--- src/rtl/cr_lz77_comp_pkg.sv ---
// ---------------------------------------------------------------------------
// cr_lz77_comp_pkg
// Shared definitions for the LZ77 compressor select tree.
//   - STREE_LOG_N_MIN / STREE_LOG_N_MAX : supported range of LOG_N
//   - stree_stage_cnt()                 : number of register stages in the tree
// ---------------------------------------------------------------------------
package cr_lz77_comp_pkg;

  localparam int STREE_LOG_N_MIN = 1;
  localparam int STREE_LOG_N_MAX = 6;

  // A register bank closes every REG_EVERY levels, and the final level is
  // always registered, so a partial group at the top still costs one stage.
  function automatic int stree_stage_cnt(input int log_n, input int reg_every);
    return (log_n + reg_every - 1) / reg_every;
  endfunction

endpackage

--- src/rtl/cr_lz77_comp_stree_node.sv ---
// ---------------------------------------------------------------------------
// cr_lz77_comp_stree_node
// Combinational binary select node of the longest-match tree.
// Ports:
//   i_thermA / i_thermB : thermometer of the lower / higher index branch
//   i_offA   / i_offB   : branch-local winner offsets (ignored when OI_WIDTH=0)
//   o_therm             : OR of both thermometers
//   o_off               : {branch select, winning branch offset}, OI_WIDTH+1 bits
// ---------------------------------------------------------------------------
module cr_lz77_comp_stree_node
  import cr_lz77_comp_pkg::*;
#(
  parameter  int T_WIDTH  = 8,
  parameter  int T_MASK   = 0,
  parameter  int OI_WIDTH = 0,
  localparam int OI_W     = (OI_WIDTH > 0) ? OI_WIDTH : 1
) (
  input  logic [T_WIDTH-1:0]  i_thermA,
  input  logic [T_WIDTH-1:0]  i_thermB,
  input  logic [OI_W-1:0]     i_offA,
  input  logic [OI_W-1:0]     i_offB,
  output logic [T_WIDTH-1:0]  o_therm,
  output logic [OI_WIDTH:0]   o_off
);

  localparam int M = T_WIDTH - T_MASK - 1;

  logic w_sel;

  // The higher branch wins only if it has a bit the lower branch lacks in
  // the compared (unmasked) range; equal lengths keep the lower index.
  assign w_sel   = |(~i_thermA[M:0] & i_thermB[M:0]);
  assign o_therm = i_thermA | i_thermB;

  // Leaf nodes have no incoming offsets: the select bit alone is the offset.
  generate
    if (OI_WIDTH == 0) begin : g_leaf
      logic w_unusedOff;
      assign w_unusedOff = ^{i_offA, i_offB};
      assign o_off       = w_sel;
    end else begin : g_inner
      assign o_off = {w_sel, w_sel ? i_offB : i_offA};
    end
  endgenerate

endmodule

--- src/rtl/cr_lz77_comp_stree.sv ---
// ---------------------------------------------------------------------------
// cr_lz77_comp_stree
// Pipelined N_IN-input longest-match select tree with valid/ready flow
// control. Returns the winning candidate index and the OR of all inputs.
// Optional feature macro: CR_LZ77_STREE_LEN_OUT_EN adds o_out_len, the
// registered popcount of the final thermometer (no extra latency).
// Ports:
//   clk, rst       : clock, asynchronous active-high reset
//   i_in_valid     : input beat valid
//   o_in_ready     : beat accepted this cycle (global pipe enable)
//   i_in_therm     : candidate i at [i*T_WIDTH +: T_WIDTH]
//   o_out_valid    : result valid
//   i_out_ready    : downstream accepts result
//   o_out_therm    : OR of all thermometers of the beat
//   o_out_offset   : index of the winning candidate
//   o_out_len      : popcount of o_out_therm (macro builds only)
// ---------------------------------------------------------------------------
module cr_lz77_comp_stree
  import cr_lz77_comp_pkg::*;
#(
  parameter  int LOG_N     = 3,
  parameter  int T_WIDTH   = 8,
  parameter  int T_MASK    = 0,
  parameter  int REG_EVERY = 1,
  localparam int N_IN      = 1 << LOG_N,
  localparam int LEN_W     = $clog2(T_WIDTH + 1)
) (
  input  logic                      clk,
  input  logic                      rst,
  input  logic                      i_in_valid,
  output logic                      o_in_ready,
  input  logic [N_IN*T_WIDTH-1:0]   i_in_therm,
  output logic                      o_out_valid,
  input  logic                      i_out_ready,
`ifdef CR_LZ77_STREE_LEN_OUT_EN
  output logic [LEN_W-1:0]          o_out_len,
`endif
  output logic [T_WIDTH-1:0]        o_out_therm,
  output logic [LOG_N-1:0]          o_out_offset
);

  localparam int S      = stree_stage_cnt(LOG_N, REG_EVERY);
  localparam int NODE_W = (N_IN / 2 > 0) ? N_IN / 2 : 1;

  logic [S-1:0]        r_stageValid;
  logic [S-1:0]        w_stageValidIn;
  logic                w_enable;
  logic [T_WIDTH-1:0]  w_lvlTherm [LOG_N][NODE_W];
  logic [LOG_N-1:0]    w_lvlOff   [LOG_N][NODE_W];

  // One global enable: the whole pipe advances whenever the output slot is
  // empty or being drained, so in_ready never looks at in_valid.
  assign w_enable    = !r_stageValid[S-1] || i_out_ready;
  assign o_in_ready  = w_enable;
  assign o_out_valid = r_stageValid[S-1];

  // Valid bit feeding each stage: the input for stage 0, else the previous stage.
  generate
    if (S == 1) begin : g_vin1
      assign w_stageValidIn = i_in_valid;
    end else begin : g_vinN
      assign w_stageValidIn = {r_stageValid[S-2:0], i_in_valid};
    end
  endgenerate

  // Valid chain shifts in lock step with the data banks; bubbles are kept.
  always_ff @(posedge clk or posedge rst) begin
    if (rst) begin
      r_stageValid <= '0;
    end else if (w_enable) begin
      r_stageValid <= w_stageValidIn;
    end
  end

`ifdef CR_LZ77_STREE_LEN_OUT_EN
  logic [T_WIDTH-1:0] w_finalTherm;
  logic [LEN_W-1:0]   r_outLen;

  function automatic logic [LEN_W-1:0] thermPopcount(input logic [T_WIDTH-1:0] v);
    logic [LEN_W-1:0] c;
    c = '0;
    for (int b = 0; b < T_WIDTH; b++) c = c + LEN_W'(v[b]);
    return c;
  endfunction

  // Popcount rides in the last register bank next to the final therm, so
  // it lines up with o_out_therm without adding a stage.
  always_ff @(posedge clk or posedge rst) begin
    if (rst) begin
      r_outLen <= '0;
    end else if (w_enable && w_stageValidIn[S-1]) begin
      r_outLen <= thermPopcount(w_finalTherm);
    end
  end

  assign o_out_len = r_outLen;
`endif

  // Tree levels: level l has N_IN>>(l+1) nodes and produces l+1 offset bits.
  // Slots beyond a level's node count are tied off so every array element
  // has a driver.
  generate
    for (genvar l = 0; l < LOG_N; l++) begin : g_lvl
      localparam int NODES = N_IN >> (l + 1);
      localparam int STG   = l / REG_EVERY;
      localparam bit IS_REG = (((l + 1) % REG_EVERY) == 0) || (l == LOG_N - 1);
      localparam int OFF_IN = (l > 0) ? l : 1;

      for (genvar j = 0; j < NODE_W; j++) begin : g_node
        if (j < NODES) begin : g_live
          logic [T_WIDTH-1:0] w_thermA, w_thermB, w_therm;
          logic [OFF_IN-1:0]  w_offA, w_offB;
          logic [l:0]         w_off;

          if (l == 0) begin : g_srcIn
            assign w_thermA = i_in_therm[(2*j)*T_WIDTH +: T_WIDTH];
            assign w_thermB = i_in_therm[(2*j+1)*T_WIDTH +: T_WIDTH];
            assign w_offA   = '0;
            assign w_offB   = '0;
          end else begin : g_srcLvl
            assign w_thermA = w_lvlTherm[l-1][2*j];
            assign w_thermB = w_lvlTherm[l-1][2*j+1];
            assign w_offA   = w_lvlOff[l-1][2*j][OFF_IN-1:0];
            assign w_offB   = w_lvlOff[l-1][2*j+1][OFF_IN-1:0];
          end

          cr_lz77_comp_stree_node #(
            .T_WIDTH  (T_WIDTH),
            .T_MASK   (T_MASK),
            .OI_WIDTH (l)
          ) u_node (
            .i_thermA (w_thermA),
            .i_thermB (w_thermB),
            .i_offA   (w_offA),
            .i_offB   (w_offB),
            .o_therm  (w_therm),
            .o_off    (w_off)
          );

`ifdef CR_LZ77_STREE_LEN_OUT_EN
          if (l == LOG_N - 1) begin : g_final
            assign w_finalTherm = w_therm;
          end
`endif

          if (IS_REG) begin : g_reg
            logic [T_WIDTH-1:0] r_therm;
            logic [l:0]         r_off;

            // Stage bank loads only for a valid upstream beat, so bubbles
            // leave the previous data in place.
            always_ff @(posedge clk or posedge rst) begin
              if (rst) begin
                r_therm <= '0;
                r_off   <= '0;
              end else if (w_enable && w_stageValidIn[STG]) begin
                r_therm <= w_therm;
                r_off   <= w_off;
              end
            end

            assign w_lvlTherm[l][j] = r_therm;
            assign w_lvlOff[l][j]   = LOG_N'(r_off);
          end else begin : g_comb
            assign w_lvlTherm[l][j] = w_therm;
            assign w_lvlOff[l][j]   = LOG_N'(w_off);
          end
        end else begin : g_dead
          assign w_lvlTherm[l][j] = '0;
          assign w_lvlOff[l][j]   = '0;
        end
      end
    end
  endgenerate

  assign o_out_therm  = w_lvlTherm[LOG_N-1][0];
  assign o_out_offset = w_lvlOff[LOG_N-1][0];

endmodule

--- config.mk ---
export PLATFORM = sky130hd
export DESIGN_NAME = cr_lz77_comp_stree
export DESIGN_NICKNAME = d
export VERILOG_FILES = /design/src/rtl/cr_lz77_comp_pkg.sv /design/src/rtl/cr_lz77_comp_stree_node.sv /design/src/rtl/cr_lz77_comp_stree.sv
export SDC_FILE = /design/constraint.sdc
export NUM_CORES = 1
export LEC_CHECK = 0
export BUFFER_PORTS_ARGS = -buffer_cell sky130_fd_sc_hd__buf_2
export CAP_MARGIN = 20
export CORE_MARGIN = 5
export CORE_UTILIZATION = 59
export DETAILED_ROUTE_END_ITERATION = 7
export GPL_ROUTABILITY_DRIVEN = 0
export PLACE_DENSITY = 0.86
export SLEW_MARGIN = 20
export SYNTH_ARGS = -nofsm -noshare
export SYNTH_HDL_FRONTEND = slang
export SYNTH_HIERARCHICAL = 1
export SYNTH_SLANG_ARGS = --single-unit
--- constraint.sdc ---
create_clock -name clk -period 3.3 [get_ports clk]
set_input_delay 0.495 -clock clk [delete_from_list [all_inputs] [get_ports clk]]
set_output_delay 0.495 -clock clk [all_outputs]
set_load 0.005 [all_outputs]
==> results of run 1 <==
==> worst paths after layout <==
kind	from	endpoint	slack, ns
worst max-delay path	g_lvl[0].g_node[1].g_live.g_reg.r_therm[6]$_DFFE_PP0P_	g_lvl[1].g_node[0].g_live.g_reg.r_off[0]$_DFFE_PP0P_	1.53
worst min-delay path	rst	g_lvl[0].g_node[3].g_live.g_reg.r_therm[0]$_DFFE_PP0P_	0.27
worst max register to register	g_lvl[0].g_node[1].g_live.g_reg.r_therm[6]$_DFFE_PP0P_	g_lvl[1].g_node[0].g_live.g_reg.r_off[0]$_DFFE_PP0P_	1.53
worst min register to register	r_stageValid[1]$_DFFE_PP0P_	r_stageValid[2]$_DFFE_PP0P_	0.50
max in group asynchronous	rst	g_lvl[1].g_node[0].g_live.g_reg.r_therm[0]$_DFFE_PP0P_	2.34
min in group clk	i_in_therm[48]	g_lvl[0].g_node[3].g_live.g_reg.r_therm[0]$_DFFE_PP0P_	0.47
==> power groups by stage <==
stage	clock (mW)	combinational, mW	sequential [mW]
CTS	0.654	0.654	1.16
detailed placement	0	0.650	1.18
finish	0.646	0.646	1.16
global placement	0	0.624	1.16
floorplan	0	0.567	1.13
global route	0.700	0.712	1.19
==> cell type report <==
cell class                      count  area (um^2)  area share
Clock buffer                       13          169      0.0398
Clock inverter                      3         17.5     0.00413
Inverter                           60          226      0.0533
Multi-Input combinational cell    169         1570       0.370
Sequential cell                    70         1750       0.413
Tap cell                           75         93.8      0.0221
Timing Repair Buffer               82          415      0.0978
==> worst register-to-register path, stage by stage (launching register included) <==
cell     delay (ns)
dfrtp_1        0.40
inv_1          0.06
o22ai_1        0.08
or4_4          0.54
mux2_4         0.31
mux2_2         0.27
==> flip-flops by register name (all words and copies together) (netlist names) <==
| register | flops |
|---|---|
| g_lvl.g_node.g_live.g_reg.r_off | 8 |
| g_lvl.g_node.g_live.g_reg.r_therm | 48 |
| o_out_offset | 3 |
| o_out_therm | 8 |
| r_stageValid | 3 |
==> cell usage in the layout, fill, tap and decap left out <==
master / instances
or4_4: 2
mux2_1: 1
nand2_4: 1
clkinv_2: 3
clkinvlp_4: 1
nor4_2: 1
dfrtp_1: 70
nand2_1: 1
buf_2: 80
or2_2: 32
o21ai_0: 2
inv_1: 59
clkbuf_1: 1
nand2_2: 1
clkbuf_8: 12
nand2b_4: 1
or4_1: 4
o22ai_1: 28
buf_4: 2
mux2_4: 31
nand2_8: 1
or2_1: 24
mux2_2: 39
==> routing by layer <==
metal	up-vias	GRT usage
met4	0	0.0783
li1	1186	-
met2	69	0.341
met5	-	0
met3	14	0.0577
met1	1198	0.265
==> results.toml, run 1 <==
[cts]
max-clock-path-buffers = 2
clock-sinks = 70
cts_buffers = 9
cts_root_buffer = "clkbuf_8"
cts.clk_slew.worst_paths_ns = 0.07
cts_setup_buffers = 0
cts_tree = "done"
cts_resized = 0
clk_latency_ns = 0.35
ctsHoldBuffers = 0
htreeDepth = 3

[global_routing]
grt_overflow = 0
grtUsageTotal = 0.209
grt_pass1_wl_um = 12300
antenna_found_initial = 0
grt_max_degree = 49
grt_pass1_vias = 2648

[final_layout]
fin_area_um2 = 4250
final_nets = 460
fill_cells = 429
post-route-util = 0.713
stdcell_count = 472
n_antenna_cell = 0
drive_above_1_share = 0.521
syn_to_final_growth_pct = 16.2

[pwr]
fin_total_pwr_mw = 2.46
switching_share = 0.290
comb_power_share = 0.263
p_clk_frac = 0.263
seqPwrFrac = 0.474
intPower_mw = 1.74
peakVddDrop_mv = 0.326
p_leak_nw = 2.02
switching_power_uw = 712
p_per_area_nw_per_um2 = 578

[timing]
hold_slack_ns = 0.271
min_period_ns = 1.77
fmax_mhz = 564
timing.final.crit_share = 0.538
setup_viol = 0
rsz0062_at_grt = "false"
finalSetupTns_ns = 0
tightest_slew_ns = 0.819
slew_headroom = 0.453
hold_viol = 0
worst_slack_ns = 1.53
finClkSkew_ns = 0.00617
drv_slew = 0

[floorplan]
die-area_um2 = 7870
die_h_um = 88.7
rows = 28
io_pins = 81
die_x_um = 88.7
start_util = 0.613
core_area_um2 = 5960

[setup_path]
path_depth = 5
path_max_fanout = 3
crit_family = "multiplexers"
cp-start-kind = "register"
arrival_ns = 2.01
crit_type = "reg -> reg"
path_buf_inv = 1
cp_data_required_time_ns = 3.53
slowest_stage = "or4_4"
crit_chain = "inv_1 -> o22ai_1 -> or4_4 -> mux2_4 -> mux2_2"
crit_path_max_incr_delay_ns = 0.54
reg2reg_depth = 5
end_kind = "register"

[route]
drc = 0
firstDrtPassIters = 4
vias = 2467
wl_met3_um = 408
top_layer_used = "met4"
ant_nets = 0
viasPerCell = 5.23
wl_per_cell_um = 15.5
wl_met1_um = 3090
drt_iter0_drc = 102
wl_um = 7320
route.met2.wl_um = 3650

[placed_design]
dp_slack_ns = 1.53
dpl_cell_area_um2 = 4060
io_buffers = 80
numPlacedInstances = 456
hpwlAfterDp_um = 5740

[yosys]
synth.cell_area_um2 = 3650
synth_cells = 309
synth_fp_nets = 377
yosys_warnings = 6
synth.avg_cell_area_um2 = 11.8

[job]
max_cap_violations = 0

[min_path]
min_path_type = "in -> async"

[outcome]
outcome = "finished, final reports clean"
(Power assumes the default switching activity.)
==> inputs of run 2 (changes only) <==
- CORE_UTILIZATION: 59 -> 49
- PLACE_DENSITY: 0.86 -> 0.76
- clock period: 3.3 -> 1.6 ns (I/O delays scaled with it)
==> results.toml, run 2 (same netlist as run 1, synthesis figures left out) <==
[route]
viasPerCell = 4.78
vias = 2601
ant_nets = 0
wl_um = 7740
drc = 0
firstDrtPassIters = 4
wl_per_cell_um = 14.2
drt_iter0_drc = 90

[timing]
setup_viol = 4
drv_slew = 0
timing.final.crit_share = 1.08
tightest_slew_ns = 0.429
hold_viol = 0
worst_slack_ns = -0.121
finClkSkew_ns = 0.00666
fmax_mhz = 581
rsz0062_at_grt = "true"
slew_headroom = 0.714
finalSetupTns_ns = -0.385
min_period_ns = 1.72

[cts]
cts.clk_slew.worst_paths_ns = 0.07
cts_buffers = 9
htreeDepth = 3
cts_root_buffer = "clkbuf_8"
cts_tree = "done"
max-clock-path-buffers = 2
clock-sinks = 70
clk_latency_ns = 0.33

[global_routing]
antenna_found_initial = 0
grt_max_degree = 53
grt_pass1_vias = 2684
grt_pass1_wl_um = 12900
grtUsageTotal = 0.187
grt_overflow = 0

[setup_path]
end_kind = "register"
cp-start-kind = "register"
r2r_end = "g_lvl[1].g_node[1].g_live.g_reg.r_off[0]$_DFFE_PP0P_"
crit_path_max_incr_delay_ns = 0.50
reg2reg_depth = 5
path_max_fanout = 2
timing.rr.start = "g_lvl[0].g_node[3].g_live.g_reg.r_therm[4]$_DFFE_PP0P_"
cp_data_required_time_ns = 1.82
rrSetupSlack_ns = -0.12
crit_chain = "inv_2 -> o22ai_2 -> or4_4 -> mux2_4 -> mux2_2"
crit_type = "reg -> reg"
slowest_stage = "or4_4"
arrival_ns = 1.94

[pwr]
peakVddDrop_mv = 0.400
p_leak_nw = 2.28
p_per_area_nw_per_um2 = 1210

[final_layout]
stdcell_count = 544
drive_above_1_share = 0.591
final_nets = 508
layout_common_cells = "buf_2, dfrtp_1, inv_1"
regMostFlops = "g_lvl.g_node.g_live.g_reg.r_therm"
layout.cells.most_common = "buf_2"
n_antenna_cell = 0
post-route-util = 0.654
syn_to_final_growth_pct = 29.8
largest_reg_flops = 48

[floorplan]
rows = 31
core_area_um2 = 7250
die_x_um = 96.4
die-area_um2 = 9280
die_h_um = 96.4
io_pins = 81
start_util = 0.504

[min_path]
min_from = "i_in_therm[7]"
hold_depth = 3
min_path_type = "in -> reg"
hold_end = "g_lvl[0].g_node[0].g_live.g_reg.r_therm[7]$_DFFE_PP0P_"

[outcome]
failed_checks = "negative setup slack"
outcome = "finished, violations left"

[job]
max_cap_violations = 0

[placed_design]
io_buffers = 80
hpwlAfterDp_um = 5900
numPlacedInstances = 518
dp_slack_ns = -0.118
## run 2: worst max-delay path, delay by kind of cell, from the launching register on
kind	cells	cell delay, ns
and+or+nand+nor	1	0.50
muxes	2	0.56
DFF	1	0.39
buffers and inverters	1	0.07
AOI/OAI and AO/OA	1	0.09
## run 2: how the worst max path moves through the flow
stage | depth (start not counted) | startpoint | end | slack [ns]
final | 5 | g_lvl[0].g_node[3].g_live.g_reg.r_therm[4]$_DFFE_PP0P_ | g_lvl[1].g_node[1].g_live.g_reg.r_off[0]$_DFFE_PP0P_ | -0.12
after global routing | 5 | g_lvl[0].g_node[1].g_live.g_reg.r_therm[7]$_DFFE_PP0P_ | g_lvl[1].g_node[0].g_live.g_reg.r_off[0]$_DFFE_PP0P_ | -0.17
after CTS | 5 | g_lvl[0].g_node[3].g_live.g_reg.r_therm[7]$_DFFE_PP0P_ | g_lvl[1].g_node[1].g_live.g_reg.r_off[0]$_DFFE_PP0P_ | -0.12
after detailed placement | 5 | g_lvl[0].g_node[3].g_live.g_reg.r_therm[7]$_DFFE_PP0P_ | g_lvl[1].g_node[1].g_live.g_reg.r_off[0]$_DFFE_PP0P_ | -0.12
after global placement | 5 | g_lvl[0].g_node[1].g_live.g_reg.r_therm[6]$_DFFE_PP0P_ | g_lvl[1].g_node[0].g_live.g_reg.r_off[0]$_DFFE_PP0P_ | -0.09
after floorplan | 5 | g_lvl[0].g_node[3].g_live.g_reg.r_therm[6]$_DFFE_PP0P_ | g_lvl[1].g_node[1].g_live.g_reg.r_off[0]$_DFFE_PP0P_ | -0.08
## run 2: what timing repair did
| item | 4_1_cts | 5_1_grt |
|---|---|---|
| gates resized for setup | 7 | 5 |
| hold endpoints to repair | 18 | 0 |
| pin swaps | 5 | 3 |
| setup endpoints to repair | 4 | 4 |
| buffers inserted | 5 | 4 |
| hold buffers | 1 | 0 |
## run 2: layout make-up
class / instances / area [um^2]
clock buffers: 14 / 183
flip-flops and latches: 70 / 1750
inverters: 60 / 229
repair buffers: 130 / 803
multi-input cells: 169 / 1610
fillers: 547 / 2510
well taps: 99 / 124
clock inverters: 2 / 37.5
## run 2: layer usage
layer | global-route usage | vias to the layer above | part of all wire
met2 | 0.316 | 60 | 0.51
met5 | 0 | - | 0
met1 | 0.236 | 1248 | 0.43
met3 | 0.0305 | 12 | 0.041
li1 | - | 1281 | -
met4 | 0.0829 | 0 | 0.017
## run 2: metrics by stage
stage	cell area, um^2	hold slack [ns]	power [mW]
after floorplan	3660	0.409	3.50
after global placement	4400	0.265	4.00
after detailed placement	4400	0.267	4.08
after CTS	4700	0.209	5.74
after global routing	4740	0.217	6.10
final	4740	0.229	5.76
## run 2: power by group
group / internal (mW) / switching, mW
Clock: 0.892 / 0.619
Sequential: 2.12 / 0.239
Combinational: 1.18 / 0.714
Total: 4.19 / 1.57
